===== config.mk =====
export PLATFORM = sky130hd
export DESIGN_NAME = wb_mem_arbiter
export DESIGN_NICKNAME = d
export VERILOG_FILES = /design/src/rtl/wb_mem_arbiter.sv
export SDC_FILE = /design/constraint.sdc
export NUM_CORES = 1
export LEC_CHECK = 0
export ABC_AREA = 1
export CELL_PAD_IN_SITES_DETAIL_PLACEMENT = 0
export CELL_PAD_IN_SITES_GLOBAL_PLACEMENT = 2
export CORE_ASPECT_RATIO = 0.5
export CORE_MARGIN = 1
export CORE_UTILIZATION = 11
export CTS_BUF_LIST = sky130_fd_sc_hd__clkbuf_2
export DETAILED_ROUTE_END_ITERATION = 10
export PLACE_DENSITY = 0.85
export SLEW_MARGIN = 40
export SYNTH_ARGS = -nofsm -noshare
export SYNTH_HDL_FRONTEND = slang
export SYNTH_SLANG_ARGS = --single-unit

===== constraint.sdc =====
create_clock -name clk -period 2.12 [get_ports clk]
set_clock_uncertainty 0.1 [all_clocks]
set_input_delay 0.424 -clock clk [delete_from_list [all_inputs] [get_ports clk]]
set_output_delay 0.424 -clock clk [all_outputs]
set_load 0.01 [all_outputs]

===== src/rtl/wb_mem_arbiter.sv =====
// rtl/wb_mem_arbiter.sv - round-robin arbiter sharing one Wishbone memory port between iwb and dwb
module wb_mem_arbiter #(
  parameter int unsigned TIMEOUT_CYCLES = 255
) (
  input  logic        clk,
  input  logic        rst_n,
  // instruction bus
  input  logic [31:0] iwb_adr_i,
  input  logic        iwb_cyc_i,
  input  logic        iwb_stb_i,
  output logic [31:0] iwb_dat_o,
  output logic        iwb_ack_o,
  // data bus
  input  logic [31:0] dwb_adr_i,
  input  logic [31:0] dwb_dat_i,
  input  logic        dwb_we_i,
  input  logic [3:0]  dwb_sel_i,
  input  logic        dwb_cyc_i,
  input  logic        dwb_stb_i,
  output logic [31:0] dwb_dat_o,
  output logic        dwb_ack_o,
  output logic        dwb_err_o,
  // shared memory port
  output logic [31:0] m_adr_o,
  output logic [31:0] m_dat_o,
  output logic        m_we_o,
  output logic [3:0]  m_sel_o,
  output logic        m_cyc_o,
  output logic        m_stb_o,
  input  logic [31:0] m_dat_i,
  input  logic        m_ack_i,
  input  logic        m_err_i
);

  typedef enum logic [1:0] {
    IDLE  = 2'd0,
    GNT_I = 2'd1,
    GNT_D = 2'd2
  } state_t;

  // Instruction returned to the core when a fetch fails or times out (addi x0,x0,0).
  localparam logic [31:0] NOP_INSN = 32'h0000_0013;
  // Last wait count value before a stalled grant is forced to complete.
  localparam logic [15:0] TMO_LAST = 16'(TIMEOUT_CYCLES - 1);

  localparam logic LG_I = 1'b0;
  localparam logic LG_D = 1'b1;

  state_t      state_q, state_d;
  logic        last_grant_q, last_grant_d;
  logic [15:0] wait_cnt_q, wait_cnt_d;

  logic        req_i, req_d;
  logic        timeout;

  assign req_i   = iwb_cyc_i & iwb_stb_i;
  assign req_d   = dwb_cyc_i & dwb_stb_i;
  assign timeout = (wait_cnt_q == TMO_LAST);

  // State, round-robin pointer and wait counter; reset aborts any grant immediately.
  always_ff @(posedge clk or negedge rst_n) begin
    if (!rst_n) begin
      state_q      <= IDLE;
      last_grant_q <= LG_D;
      wait_cnt_q   <= 16'd0;
    end else begin
      state_q      <= state_d;
      last_grant_q <= last_grant_d;
      wait_cnt_q   <= wait_cnt_d;
    end
  end

  // Wait counter restarts for every grant and counts cycles spent without a response.
  always_comb begin
    wait_cnt_d = 16'd0;
    if (state_q != IDLE && state_d != IDLE) begin
      wait_cnt_d = wait_cnt_q + 16'd1;
    end
  end

  // Grant selection, next state and all bus outputs, derived from the current state.
  always_comb begin
    state_d      = state_q;
    last_grant_d = last_grant_q;
    iwb_dat_o    = 32'd0;
    iwb_ack_o    = 1'b0;
    dwb_dat_o    = 32'd0;
    dwb_ack_o    = 1'b0;
    dwb_err_o    = 1'b0;
    m_adr_o      = 32'd0;
    m_dat_o      = 32'd0;
    m_we_o       = 1'b0;
    m_sel_o      = 4'd0;
    m_cyc_o      = 1'b0;
    m_stb_o      = 1'b0;

    case (state_q)
      IDLE: begin
        if (req_i && req_d) begin
          if (last_grant_q == LG_D) begin
            state_d      = GNT_I;
            last_grant_d = LG_I;
          end else begin
            state_d      = GNT_D;
            last_grant_d = LG_D;
          end
        end else if (req_i) begin
          state_d      = GNT_I;
          last_grant_d = LG_I;
        end else if (req_d) begin
          state_d      = GNT_D;
          last_grant_d = LG_D;
        end
      end

      GNT_I: begin
        m_adr_o   = iwb_adr_i;
        m_sel_o   = 4'hF;
        m_cyc_o   = 1'b1;
        m_stb_o   = 1'b1;
        iwb_dat_o = m_dat_i;
        if (!iwb_cyc_i) begin
          // requester walked away: drop the grant silently
          state_d = IDLE;
        end else if (m_err_i) begin
          iwb_ack_o = 1'b1;
          iwb_dat_o = NOP_INSN;
          state_d   = IDLE;
        end else if (m_ack_i) begin
          iwb_ack_o = 1'b1;
          state_d   = IDLE;
        end else if (timeout) begin
          iwb_ack_o = 1'b1;
          iwb_dat_o = NOP_INSN;
          state_d   = IDLE;
        end
      end

      GNT_D: begin
        m_adr_o   = dwb_adr_i;
        m_dat_o   = dwb_dat_i;
        m_we_o    = dwb_we_i;
        m_sel_o   = dwb_sel_i;
        m_cyc_o   = 1'b1;
        m_stb_o   = 1'b1;
        dwb_dat_o = m_dat_i;
        if (!dwb_cyc_i) begin
          state_d = IDLE;
        end else if (m_err_i) begin
          dwb_err_o = 1'b1;
          state_d   = IDLE;
        end else if (m_ack_i) begin
          dwb_ack_o = 1'b1;
          state_d   = IDLE;
        end else if (timeout) begin
          dwb_err_o = 1'b1;
          state_d   = IDLE;
        end
      end

      default: begin
        state_d = IDLE;
      end
    endcase
  end

endmodule


==> results.txt <==
* Setup CP Type: reg2out
- Count of endpoints failing hold in the final timing report: 0
- Number of standard cells after synthesis: 477
* Data arrival time of the worst path: 1.92 ns
* Highest ir drop seen on vdd: approximately 440 µV
- Dividing the detail-routed wire length by the instance count gives approximately 15 µm.
* Starting Density: 0.113
- Measured along the x axis, the die boundary spans between 200 and 250 µm.
* Final setup violation count: 147
* Commonest register cell after synthesis: sky130_fd_sc_hd__dfrtp_1
- Async set or reset register ratio after synthesis: 1.00
- Number of max-cap violations: 0
- The via count of the first global-routing pass is around 4300.
* Path category of the worst min-delay check: in2async
- Share of the clock period used by the worst path: 1.15
* Residual overflow from global routing: 0
- Final-stage net count: 1030
- TritonCTS built the clock tree.
* HPWL after detailed placement: ~12 mm
- Die outline height: 108 µm
- The critical path contains buffers and inverters numbering 4 combined.
- The worst setup path is captured at a primary output.
- The floorplan step defined a core boundary enclosing 21800 µm².
- Upper clock frequency limit: 409 MHz
* Number of nets with antenna violations after routing: 0
- The cell sitting at the root of the clock tree is a sky130_fd_sc_hd__clkbuf_2.
- Overall power consumption: ~8.7 mW
- For this block, the routed nets add up to between 15 and 20 mm of wire.
- Number of vias in the routed layout: 4413
* CP delay by family, top: simple AND/OR/NAND/NOR gates
- sky130_fd_sc_hd__nand2_1 takes more of the synthesized area than any other cell.
- Post-Route Utilization: 0.382
* Failing checks: setup timing
- The flow ran to the end, but the final reports show violations.
* Area growth from synthesis to layout: 238%
- On the worst path, the slowest cell contributes a delay of 0.41 ns.
- Yosys printed 0 warnings.
* Critical path peak fanout: 7
- Number of antenna violations at the first check in global routing: 0
* All-Layer GR Usage: 0.139
- Clock latency on the worst-skew pair, taken at its later pin, is 0.30 ns.
* Setup repair after global routing missed its margin: true
* Port buffer count: 278
* Antenna cells: 0
- In this run, synthesis produced a sequential element count of 19.
- At the pin with the least slew margin, the transition time is ~0.38 ns.
- Counting every sink on the clock net gives 19.
- The smallest clock period supported by the final layout is computed as 2.44 ns.
- DRC marker count from the first detailed-route iteration: 249
- The finished cells cover between 8000 and 9000 µm².
* Largest cells by area after synthesis: sky130_fd_sc_hd__nand2_1, sky130_fd_sc_hd__inv_1, sky130_fd_sc_hd__dfrtp_1, sky130_fd_sc_hd__nor2_1, sky130_fd_sc_hd__a21oi_1
* Number of inserted filler cells in the final layout: 2184
* Leakage power total: approximately 4.4 nW
- Number of enable-type register cells in the synthesized netlist: 0
- Crit path setup slack, layout: -0.323 ns
- Synthesized Nets: around 620
- Maximum buffer depth of the clock tree: 2
- Worst path cell trace: nand2_2, inv_2, nand2_2, nor3_2, nand3_1, nand2_1, nand2_2, nand2_4, buf_12, buf_16, nor2_1, buf_2
* Kind of launch point of the worst setup path: register
* Maximum number of pins on one net before global-route repair: 20
* Power density relative to cell area: roughly 1000 nW/µm²
* Endpoint required time on the critical path: 1.60 ns
- Post-placement setup slack: -0.523 ns
* First-pass GRT wire length: 24.3 mm
- Number of distinct standard cells referenced by the synthesized netlist: 28
- Die Footprint: 23100 µm²
- After detailed routing, the number of remaining DRC violations is 0.
- Proportion of synthesized chip area in sequential cells: 0.193
- Share of post-route cells with drive strength above 1: 0.621
* Slew Viols, Final: 0
* Top cell type's share of synthesized area: 0.245
- Headroom to the max-slew limit: 0.749
- Clock transition at the register clock pins on the worst setup and hold paths after CTS: 0.19 ns
- Drt pass-1 iters: 4
* GP Congestion: 0.824
- Drt via density: 3.73
- After floorplanning, the core was divided into 38 placement rows.
- Mapped Area: about 2500 µm²
- TritonCTS created 3 clock buffers.
- The most numerous cell type found on the critical path is sky130_fd_sc_hd__nand2_2.
- In this run the cell area measured after placement is 6100 µm².
- Slowest cell on the critical path: sky130_fd_sc_hd__dfrtp_1
* Avg Inst Size Synth: 5.17 µm²
- CTS built an H-tree with a depth of 1.
- Boundary Pins: 279
-- worst reg2reg max path: cells and delay by family, from the launching register on --
family	cells	cell delay [ns]
flip-flops	1	0.44
AO/OA/AOI/OAI	1	0.11
AND/OR/NAND/NOR	7	0.70
buffers and inverters	7	0.78
adder cells (fa/ha/maj)	1	0.16
-- power breakdown --
group	internal, mW	switching, mW
Clock	0.0500	0.116
Combinational	4.35	3.78
Sequential	0.404	0.0250
-- sequential cells by signal, indices dropped and copies added (netlist names) --
register,count
wait_cnt_q,16
state_q,2
last_grant_q,1
-- Yosys cell counts (2+ instances only) --
library cell / number
sky130_fd_sc_hd__a21oi_1: 43
sky130_fd_sc_hd__buf_1: 3
sky130_fd_sc_hd__buf_4: 2
sky130_fd_sc_hd__buf_6: 3
sky130_fd_sc_hd__clkbuf_1: 14
sky130_fd_sc_hd__dfrtp_1: 18
sky130_fd_sc_hd__ha_1: 6
sky130_fd_sc_hd__inv_1: 122
sky130_fd_sc_hd__nand2_1: 161
sky130_fd_sc_hd__nand2_2: 2
sky130_fd_sc_hd__nand3_1: 11
sky130_fd_sc_hd__nand4_1: 3
sky130_fd_sc_hd__nor2_1: 59
sky130_fd_sc_hd__nor2_2: 3
sky130_fd_sc_hd__nor3_1: 3
sky130_fd_sc_hd__o21ai_0: 3
sky130_fd_sc_hd__xnor2_1: 3
sky130_fd_sc_hd__xor2_1: 8
-- worst paths after layout --
path,from,to,slack (ns),cells after the start
worst max register to register,state_q[0]$_DFF_PN0_,wait_cnt_q[8]$_DFF_PN0_,-0.23,16
worst max-delay path,wait_cnt_q[4]$_DFF_PN0_,iwb_dat_o[29],-0.32,12
worst min register to register,last_grant_q$_DFFE_PN1P_,last_grant_q$_DFFE_PN1P_,0.41,2
min in group clk,last_grant_q$_DFFE_PN1P_,last_grant_q$_DFFE_PN1P_,0.41,2
worst min-delay path,rst_n,wait_cnt_q[3]$_DFF_PN0_,0.32,2
max in group asynchronous,rst_n,last_grant_q$_DFFE_PN1P_,1.32,2
-- placed cells by master (no fill, tap or decap), drive strengths merged --
| cell | count |
|---|---|
| a21oi | 43 |
| a31oi | 1 |
| buf | 282 |
| clkbuf | 6 |
| clkdlybuf4s50 | 140 |
| clkinv | 1 |
| clkinvlp | 1 |
| dfrtp | 18 |
| dfstp | 1 |
| ha | 6 |
| inv | 122 |
| nand2 | 165 |
| nand3 | 12 |
| nand4 | 3 |
| nor2 | 62 |
| nor3 | 4 |
| o21ai | 3 |
| o21bai | 1 |
| xnor2 | 3 |
| xor2 | 8 |
-- what timing repair did --
item / in CTS / in global routing
hold buffers: 0 / 0
cloned: 18 / 0
resized for setup: 827 / 254
buffers inserted: 64 / 19
pin swaps: 28 / 33
setup endpoints to repair: 154 / 155
-- per-layer routing --
metal  track usage  wire, µm  up-vias
met5             0         0        -
met3        0.0114       628       12
met1         0.182      7430     2131
met2         0.248      9790       79
li1              -         -     2191
met4        0.0286       151        0
-- cell families (layout without fill, tap and decap cells) --
kind of cell / count (synthesis) / count (layout) / share of synthesized area
compound gates: 48 / 48 / 0.0989
xor+xnor: 11 / 11 / 0.0390
fa+ha+maj: 6 / 6 / 0.0304
buf+inv: 148 / 552 / 0.242
flops: 19 / 19 / 0.193
simple gates: 245 / 246 / 0.396
-- through the flow --
stage	cells	hold slack, ns	setup TNS [ns]
after floorplan	477	0.0284	0
after global placement	1094	0.390	-32.92
after detailed placement	1094	0.391	-34.74
after CTS	1174	0.321	-31.94
after global routing	1182	0.307	-53.48
final	1182	0.322	-34.23
-- cell type report --
class / instances / area [µm²] / share of cell area
clock buffer: 4 / 20.0 / 0.00240
tap: 300 / 375 / 0.0450
multi-input combinational: 311 / 2510 / 0.301
inverter: 124 / 497 / 0.0596
timing repair buffer: 424 / 4460 / 0.535
sequential: 19 / 477 / 0.0572
Note: power is estimated with default switching activity, not from simulation.
